`config.mk`:
```
export PLATFORM = sky130hd
export DESIGN_NAME = im_port_arbiter
export DESIGN_NICKNAME = d
export VERILOG_FILES = /design/src/rtl/im_port_arbiter.sv
export SDC_FILE = /design/constraint.sdc
export NUM_CORES = 1
export LEC_CHECK = 0
export ABC_CLOCK_PERIOD_IN_PS = 6850
export CAP_MARGIN = 25
export CORE_AREA = 4 4 94 96
export CTS_CLUSTER_SIZE = 28
export DETAILED_ROUTE_END_ITERATION = 12
export DIE_AREA = 0 0 98 100
export PLACE_DENSITY = 0.88
export REMOVE_ABC_BUFFERS = 1
export SETUP_SLACK_MARGIN = 0.15
export SYNTH_ARGS = -nofsm -noshare
export SYNTH_HDL_FRONTEND = slang
export SYNTH_SLANG_ARGS = --single-unit
export TNS_END_PERCENT = 50
```
`constraint.sdc`:
```
create_clock -name clk -period 6.85 [get_ports clk]
set_input_delay 1.37 -clock clk [delete_from_list [all_inputs] [get_ports clk]]
set_output_delay 1.37 -clock clk [all_outputs]
set_load 0.01 [all_outputs]
```
`src/rtl/im_port_arbiter.sv`:
```
// Instruction-memory port arbiter.
// Shares one synchronous-read IM port between the CPU fetch stage and the
// program loader/debug port. It decodes byte addresses into word indices,
// flags misaligned or out-of-range requests, and returns one response per
// grant exactly one cycle later. The loader can take the port exclusively
// (lock), which halts the CPU through cpu_hold.
module im_port_arbiter #(
  parameter int          ADDR_W       = 12,
  parameter logic [31:0] BASE_ADDR    = 32'h0000_3000,
  parameter int          STARVE_LIMIT = 4
) (
  input  logic              clk,
  input  logic              reset,
  // CPU fetch port (read only)
  input  logic              f_req,
  input  logic [31:0]       f_addr,
  output logic              f_gnt,
  output logic              f_rvalid,
  output logic [31:0]       f_rdata,
  output logic              f_err,
  // Loader / debug port
  input  logic              l_req,
  input  logic              l_we,
  input  logic [31:0]       l_addr,
  input  logic [31:0]       l_wdata,
  input  logic              l_lock,
  output logic              l_gnt,
  output logic              l_rvalid,
  output logic [31:0]       l_rdata,
  output logic              l_err,
  output logic              cpu_hold,
  // IM array port
  output logic [ADDR_W-1:0] mem_addr,
  output logic              mem_we,
  output logic [31:0]       mem_wdata,
  input  logic [31:0]       mem_rdata
);

  typedef enum logic [1:0] {
    ARB    = 2'd0,
    DRAIN  = 2'd1,
    LOCKED = 2'd2
  } state_t;

  localparam int                CNT_W = $clog2(STARVE_LIMIT + 1);
  localparam logic [CNT_W-1:0]  LIMIT = CNT_W'(STARVE_LIMIT);
  // Size of the IM in bytes; offsets at or above this are out of range.
  localparam logic [31:0]       SPAN  = 32'd4 << ADDR_W;

  state_t            state, state_nx;
  logic [CNT_W-1:0]  starve_cnt, cnt_nx;

  logic [31:0]       f_off, l_off;
  logic              f_bad, l_bad;
  logic [ADDR_W-1:0] f_idx, l_idx;

  // Response-side bookkeeping: whether the returning word should be passed on.
  logic              f_take, l_take;

  // Address decode: the wrapping subtraction makes addresses below the base
  // look huge, so a single unsigned compare catches both range violations.
  always_comb begin
    f_off = f_addr - BASE_ADDR;
    l_off = l_addr - BASE_ADDR;
    f_bad = (f_addr[1:0] != 2'b00) || (f_off >= SPAN);
    l_bad = (l_addr[1:0] != 2'b00) || (l_off >= SPAN);
    f_idx = f_off[ADDR_W+1:2];
    l_idx = l_off[ADDR_W+1:2];
  end

  // Arbitration and next-state: fetch first, loader on idle fetch or starvation.
  always_comb begin
    // NOTE: every signal gets a default before the case so no latch is inferred.
    state_nx = state;
    cnt_nx   = starve_cnt;
    f_gnt    = 1'b0;
    l_gnt    = 1'b0;
    case (state)
      ARB: begin
        l_gnt = l_req && (!f_req || (starve_cnt == LIMIT));
        f_gnt = f_req && !l_gnt;
        if (l_req && !l_gnt)
          cnt_nx = (starve_cnt == LIMIT) ? LIMIT : starve_cnt + 1'b1;
        else
          cnt_nx = '0;
        if (l_req && l_lock)
          state_nx = DRAIN;
      end
      DRAIN: begin
        // One empty cycle lets any response granted in ARB come back.
        cnt_nx   = '0;
        state_nx = LOCKED;
      end
      LOCKED: begin
        cnt_nx = '0;
        l_gnt  = l_req;
        if (!l_lock)
          state_nx = ARB;
      end
      default: begin
        cnt_nx   = '0;
        state_nx = ARB;
      end
    endcase
    // Grants are combinational, so they must be suppressed while in reset.
    if (!reset) begin
      f_gnt = 1'b0;
      l_gnt = 1'b0;
    end
  end

  // Memory-side drive from the winner; errored requests never write.
  always_comb begin
    mem_addr  = '0;
    mem_we    = 1'b0;
    mem_wdata = '0;
    if (l_gnt) begin
      mem_addr = l_idx;
      mem_we   = l_we && !l_bad;
    end else if (f_gnt) begin
      mem_addr = f_idx;
    end
    if (mem_we)
      mem_wdata = l_wdata;
  end

  // State, starvation counter, hold flag and the one-cycle response pipeline.
  always_ff @(posedge clk or negedge reset) begin
    // NOTE: sequential state uses non-blocking assignments and an async active-low reset.
    if (!reset) begin
      state      <= ARB;
      starve_cnt <= '0;
      cpu_hold   <= 1'b0;
      f_rvalid   <= 1'b0;
      f_err      <= 1'b0;
      f_take     <= 1'b0;
      l_rvalid   <= 1'b0;
      l_err      <= 1'b0;
      l_take     <= 1'b0;
    end else begin
      state      <= state_nx;
      starve_cnt <= cnt_nx;
      cpu_hold   <= (state_nx != ARB);
      f_rvalid   <= f_gnt;
      f_err      <= f_gnt && f_bad;
      f_take     <= f_gnt && !f_bad;
      l_rvalid   <= l_gnt;
      l_err      <= l_gnt && l_bad;
      l_take     <= l_gnt && !l_bad && !l_we;
    end
  end

  // Read data comes straight from the array's registered output.
  assign f_rdata = f_take ? mem_rdata : 32'd0;
  assign l_rdata = l_take ? mem_rdata : 32'd0;

endmodule

```
Word-level counts from Yosys, hierarchy flattened. Index checks and enable logic that the tools add are counted.

Add/sub/neg operators: 3. Order comparisons: 2. Equal/unequal tests: 3. Multiplexer cells: 16. Reduce and logical (&&, ||, !) cells: 22.

Operators by type and width (number): 32-bit two-way mux (3); 32-bit by 15-bit greater-or-equal comparator with 1-bit output (second input constant) (2); 32-bit by 14-bit subtractor with 32-bit output (second input constant) (2); 12-bit two-way mux (2); 1-bit logical AND (10); 3-bit two-way mux (3); 2-bit case mux with 3 select lines (1); 2-bit nonzero test (3); 1-bit logical NOT (5); 1-bit two-way mux (4); 2-bit two-way mux (2); 3-bit by 1-bit adder with 3-bit output (second input constant) (1); 3-bit equality test (second input constant) (1); 1-bit logical OR (3); 2-bit by 1-bit equality test with 1-bit output (second input constant) (1); 2-bit equality test (second input constant) (1); 2-bit logical NOT (1); 1-bit case mux with 2 select lines (1).

Bits in registers: 12. Input port bits: 134. Logic and storage cells: 55.

Longest topological paths before layout. Gate-level depths: netlist of run 1.

Depth after elaboration: 9. Depth in mapped cells: 8.

Worst setup path before layout of run 1. OpenSTA, ideal clock, no wires.

Path kind: input to output. Start point: in l_addr[12]. End point: out mem_wdata[10]. Arrival: 2.948 ns. Required time: 5.480 ns. Setup slack: 2.532 ns. Stages: 6. Buffers on the path: 1. Cell sequence: ha_1 > or4b_1 > a21oi_1 > o2111ai_4 > buf_6 > nor3_2.

Longest elaborated chain between the ends: 7.

RTL lines: from (decl) (line 24) `input logic [31:0] l_addr,`; 32-bit by 14-bit subtractor with 32-bit output (line 64) `l_off = l_addr - BASE_ADDR;`; 32-bit by 15-bit greater-or-equal comparator with 1-bit output (line 66) `l_bad = (l_addr[1:0] != 2'b00) || (l_off >= SPAN);`; 1-bit logical OR (line 66); 1-bit logical NOT (line 119) `mem_we = l_we && !l_bad;`; 1-bit logical AND (line 119); 1-bit two-way mux (line 117) `if (l_gnt) begin`; 32-bit two-way mux (line 123) `if (mem_we)`; to (decl) (line 35) `output logic [31:0] mem_wdata,`.

Every way passes these cells.

Worst setup path in the final report of run 1. Ends and elaborated chain as after synthesis.

==> flow_summary.toml, run 1 <==
[outcome]
outcome = "finished clean"

[timing]
slew_headroom = 0.2940
fmax_mhz = 178.2
finalHoldViolations = 0
worst_pin_slew_ps = 1032
fin_crit_ps = 5611
drv_slew = 0
fin_skew_ps = 3.029
period_share = 0.8191
finalWorstSetupSlack_ps = 1239
setup_tns_ps = 0
rsz0062_at_grt = "no"
finalSetupViolations = 0

[global_route]
antenna_found_initial = 5
grt_max_degree = 36
grt_overflow = 0
grt_pass1_wl_microns = 14460
grt_pass1_vias = 2819
grt.total_usage = 0.1853

[final_layout]
area_growth_pct = 135.6
fin_util = 0.5689
antenna_cells = 0
drive_above_1_share = 0.09000
nets = 639

[logic_synthesis]
synth-seq-cells = 12
avgSynthCellArea_sq_um = 7.421
synth_top_area_share = 0.2091
synth_flop_cell = "dfrtp_1"
syn_inst = 262
async_flop_share = 1.000
synth_cell_types = 40
synth-edff-count = 0
synth-warning-count = 0
synthTopCellsByArea = "and2_1 (21%), dfrtp_1 (15%), nor3_2 (15%)"
synth_largest_area_cell = "and2_1"
yosysMostFrequentCell = "and2_1"
syn-cell-area_sq_um = 1944
synth_commonest_cells = "and2_1 (65), nand2_1 (38), nor3_2 (29)"
yosysSeqAreaShare = 0.1544

[floorplanning]
fp-row-count = 33
die_w_microns = 98
initial_core_util = 0.2415
die_h_microns = 100
die_area_sq_um = 9800
ios = 250
design.core.area_sq_um = 8051

[placed_design]
dpl_worst_slack_ps = 1236
place_congestion = 0.8418
hpwl_microns = 8987
port_buffers = 249

[route]
num_vias = 2805
ant_nets = 0
firstDrtPassIters = 4
drc_errors = 0
drt-total-wl_microns = 10130
drt_iter0_drc = 51
routedWlPerCell_microns = 16.75
post_drt_via_cell_ratio = 4.636

[setup_path]
endpoint = "mem_wdata[10]"
r2r-start = "starve_cnt[0]"
end_kind = "primary output"
startpoint = "l_addr[12]"
cp_max_fo = 35
worst_ep_arrival_time_ps = 4240
ff2ff_path_depth = 6
worstSetupStartpointType = "primary input"
required_ps = 5480
crit_type = "in2out"
reg2reg_setup_slack_ps = 4920
rr_endpoint = "l_take"

[clock_tree]
tritoncts = "yes"
clockRootBuffer = "clkbuf_8"
cts_buffers = 3
postCtsResizedCells = 0
clkSlewWorstSetupHoldPaths_ps = 50
cts_sinks = 12
postCtsSetupRepairBufs = 0
htreeDepth = 1
clock_latency_ps = 240
cts.hold.buffers_added = 0
clockBufferDepth = 2

[run]
drv_cap = 0

[worst_hold_path]
hold_class = "reg2reg"

[pwr]
irDropWorstVdd_v = 0.00004068
powerDensity_nw_per_um2 = 67.30
power.leakage_uw = 0.001634
-- power by group --
group / leakage (uW) / internal [uW] / switching (uW)
Sequential: 0.000161 / 75.5 / 2.47
Clock: 0.0000288 / 50.6 / 24.5
Combinational: 0.00144 / 100 / 55.1
Total: 0.00163 / 226 / 82.0
-- logic make-up after synthesis --
family	count (synthesis)	synth area share
compound gates	27	0.1158
xor+xnor	3	0.01352
fa+ha+maj	4	0.02574
buf+inv	26	0.06242
flops	12	0.1544
mux	3	0.01609
simple gates	187	0.6120
-- layer usage --
layer,GRT usage,up-vias,part of all wire
met3,0.07019,14,0.11
met2,0.3712,147,0.53
met4,0.02662,10,0.0061
met5,0,-,0.0068
li1,-,1385,-
met1,0.1836,1249,0.35
-- stage by stage --
step           cell area (sq um)  hold WS [ps]  total power, uW  cells
6_report                    4581         471.3            308.3    605
3_3_place_gp                4498         446.0            228.9    600
4_1_cts                     4553         474.8            310.1    604
2_1_floorplan               1849         431.5            116.6    243
3_5_place_dp                4498         468.4            232.9    600
5_1_grt                     4581         483.4            322.8    605
-- worst min path at each step --
stage | slack [ps] | cells past startpoint | end | from
4_1_cts | 470 | 1 | starve_cnt[0] | starve_cnt[0]
5_1_grt | 480 | 1 | starve_cnt[0] | starve_cnt[0]
6_report | 470 | 1 | starve_cnt[0] | starve_cnt[0]
3_5_place_dp | 470 | 1 | starve_cnt[0] | starve_cnt[0]
2_1_floorplan | 430 | 1 | starve_cnt[0] | starve_cnt[0]
3_3_place_gp | 450 | 1 | starve_cnt[0] | starve_cnt[0]
-- sequential cells by signal, summed over array words and instances (netlist names) --
register and flops:
starve_cnt 3, state 2, cpu_hold 1, f_err 1
f_rvalid 1, f_take 1, l_err 1, l_rvalid 1
l_take 1
-- layout by cell type (no fill, tap or decap), types with 3 or more instances in the layout --
master	count
a21oi_1	5
a22o_1	11
and2_1	65
buf_4	3
clkbuf_8	4
clkdlybuf4s50_1	249
dfrtp_1	12
ha_1	4
inv_1	7
nand2_1	38
nand3_1	4
nand4_1	5
nand4b_1	3
nor2_1	9
nor2b_1	4
nor3_1	10
nor3_2	29
nor4_1	7
o21a_1	3
xnor2_1	3
-- cell type report --
cell class                      count  area, sq um
Tap cell                          105        131.4
Sequential cell                    12        300.3
Inverter                            7        26.28
Multi-Input combinational cell    224         1525
Clock buffer                        4        55.05
Timing Repair Buffer              253         2542
Fill cell                         711         3471
-- worst max-delay path: stages --
cell,delay (ps)
clkdlybuf4s50_1,490
ha_1,320
or4b_1,520
a21oi_1,240
o2111ai_4,120
buf_4,320
nor3_2,250
clkdlybuf4s50_1,600
Power figures use the tool's default switching activity.
==> inputs of run 2 (changes only) <==
--- a/config.mk
+++ b/config.mk
@@ -5,13 +5,13 @@
 export SDC_FILE = /design/constraint.sdc
 export NUM_CORES = 1
 export LEC_CHECK = 0
-export ABC_CLOCK_PERIOD_IN_PS = 6850
+export ABC_CLOCK_PERIOD_IN_PS = 4800
 export CAP_MARGIN = 25
-export CORE_AREA = 4 4 94 96
+export CORE_AREA = 4 4 109 85
 export CTS_CLUSTER_SIZE = 28
 export DETAILED_ROUTE_END_ITERATION = 12
-export DIE_AREA = 0 0 98 100
-export PLACE_DENSITY = 0.88
+export DIE_AREA = 0 0 113 89
+export PLACE_DENSITY = 0.89
 export REMOVE_ABC_BUFFERS = 1
 export SETUP_SLACK_MARGIN = 0.15
 export SYNTH_ARGS = -nofsm -noshare
==> constraint.sdc (replaced) <==
create_clock -name clk -period 4.8 [get_ports clk]
set_input_delay 0.96 -clock clk [delete_from_list [all_inputs] [get_ports clk]]
set_output_delay 0.96 -clock clk [all_outputs]
set_load 0.01 [all_outputs]
==> flow_summary.toml, run 2 (synthesis gave the netlist of run 1 again) <==
[clock_tree]
clock_latency_ps = 240
clockBufferDepth = 2
clockRootBuffer = "clkbuf_8"
tritoncts = "yes"
cts_buffers = 3
clkSlewWorstSetupHoldPaths_ps = 50
cts.hold.buffers_added = 0
cts_sinks = 12
postCtsSetupRepairBufs = 0
htreeDepth = 1

[global_route]
grt_pass1_wl_microns = 13460
use_met1 = 0.1822
antenna_found_initial = 0
met3_usage = 0.02706
grt_overflow = 0
busiest_layer = "met2"
grtUsageMet2 = 0.3312
grt_max_degree = 36
grt_pass1_vias = 2714
grt.total_usage = 0.1623

[setup_path]
r2r-start = "starve_cnt[0]"
endpoint = "mem_wdata[2]"
rr_endpoint = "l_take"
startpoint = "l_addr[12]"
ff2ff_path_depth = 7
required_ps = 3840
worst_ep_arrival_time_ps = 3580
cp_slowest_stage_delay_ps = 570
end_kind = "primary output"
crit_chain = "clkdlybuf4s50_1 > ha_2 > or4b_1 > a21oi_2 > o2111ai_4 > buf_12 > nor3_1 > clkdlybuf4s50_1"
slowest_stage = "clkdlybuf4s50_1"
crit_type = "in2out"
reg2reg_setup_slack_ps = 3330
cp_common_cell = "clkdlybuf4s50_1"
worstSetupStartpointType = "primary input"
path_buf_inv = 3
critical_path.top_delay_family = "buffers and inverters"
cp_num_cells = 8
cp_max_fo = 35

[floorplanning]
initial_core_util = 0.2361
design.core.area_sq_um = 8237
ios = 250
die_area_sq_um = 10060
fp-row-count = 29
die_h_microns = 89
die_w_microns = 113

[placed_design]
hpwl_microns = 8062
dpl_worst_slack_ps = 162.5
place_congestion = 0.9923
port_buffers = 249

[timing]
fin_skew_ps = 3.253
rsz0062_at_grt = "no"
setup_tns_ps = 0
worst_pin_slew_ps = 696.2
period_share = 0.9454
slew_headroom = 0.5358
finalWorstSetupSlack_ps = 262.2
drv_slew = 0
finalHoldViolations = 0
finalSetupViolations = 0
fin_crit_ps = 4538
fmax_mhz = 220.4

[route]
routedWlPerCell_microns = 15.22
firstDrtPassIters = 5
drt-total-wl_microns = 9282
num_vias = 2782
drc_errors = 0
post_drt_via_cell_ratio = 4.561
drt_iter0_drc = 141
ant_nets = 0

[final_layout]
drive_above_1_share = 0.09761
mostFrequentLayoutCells = "clkdlybuf4s50_1 (247), and2_1 (65), nand2_1 (38)"
nets = 642
fill_cells = 712
antenna_cells = 0
largest_reg_flops = 3
reg_top3 = "starve_cnt: 3 flops, state: 2 flops"
top_register = "starve_cnt"
mostFrequentLayoutCell = "clkdlybuf4s50_1"
multiInputGateArea_sq_um = 1543
area_growth_pct = 137.0
seq_area_sq_um = 300.3

[worst_hold_path]
hold_class = "reg2reg"

[outcome]
outcome = "finished clean"

[run]
drv_cap = 0

[pwr]
powerDensity_nw_per_um2 = 90.93
irDropWorstVdd_v = 0.00006183
power.leakage_uw = 0.001679
[run 2: how the worst min path moves through the flow]
stage	from	end	slack (ps)	cells after the start
floorplan	starve_cnt[0]	starve_cnt[0]	430	1
detailed placement	starve_cnt[0]	starve_cnt[0]	450	1
global route	starve_cnt[0]	starve_cnt[0]	470	1
global placement	starve_cnt[0]	starve_cnt[0]	440	1
finish	starve_cnt[0]	starve_cnt[0]	460	1
CTS	starve_cnt[0]	starve_cnt[0]	460	1
[run 2: report_power, final]
group          leakage (uW)  internal (uW)  switching (uW)
clock             0.0000216           55.0            33.3
combinational       0.00150            142            77.9
sequential         0.000161            108            3.09
[run 2: cell type report]
class | count | area share
repair buffers | 256 | 0.5561
inverters | 7 | 0.005702
clock buffers | 3 | 0.008960
flip-flops and latches | 12 | 0.06516
multi-input cells | 224 | 0.3348
well taps | 108 | 0.02932
[run 2: worst reg2reg max path, cell delays in order, from the launching register on]
cell	delay, ps
dfrtp_1	390
inv_1	60
ha_1	160
nand2_1	70
a21oi_1	240
nand2b_2	100
buf_4	220
nor3_2	140
[run 2: metal layers]
layer  routed length [microns]  share of wire
met1                      3385           0.36
met5                         0              0
met4                        42         0.0045
met3                       708          0.076
met2                      5145           0.55
[run 2: metrics by stage]
step	instances	hold slack, ps	total power (uW)	utilization	instance area, sq um
2_1_floorplan	243	431.5	166.3	-	1849
6_report	610	456.6	419.0	0.5595	4608
5_1_grt	610	473.8	443.3	0.5595	4608
3_5_place_dp	607	454.2	332.0	0.5517	4544
3_3_place_gp	607	443.0	326.5	0.5517	4544
4_1_cts	610	460.7	423.6	0.5567	4586
[run 2: timing repair]
| action | in CTS | in global routing |
|---|---|---|
| setup endpoints to repair | 0 | 33 |
| endpoints found under the hold margin | 0 | 0 |
| resized for setup | 0 | 5 |
==> inputs of run 3 (changes only) <==
--- a/config.mk
+++ b/config.mk
@@ -8,12 +8,14 @@
 export ABC_CLOCK_PERIOD_IN_PS = 4800
 export CAP_MARGIN = 25
 export CORE_AREA = 4 4 109 85
+export CTS_BUF_LIST = sky130_fd_sc_hd__clkbuf_8
 export CTS_CLUSTER_SIZE = 28
 export DETAILED_ROUTE_END_ITERATION = 12
 export DIE_AREA = 0 0 113 89
 export PLACE_DENSITY = 0.89
 export REMOVE_ABC_BUFFERS = 1
 export SETUP_SLACK_MARGIN = 0.15
+export SLEW_MARGIN = 20
 export SYNTH_ARGS = -nofsm -noshare
 export SYNTH_HDL_FRONTEND = slang
 export SYNTH_SLANG_ARGS = --single-unit
==> results of run 3 <==
Final layout, timing and power as in run 2 (identical DEF).
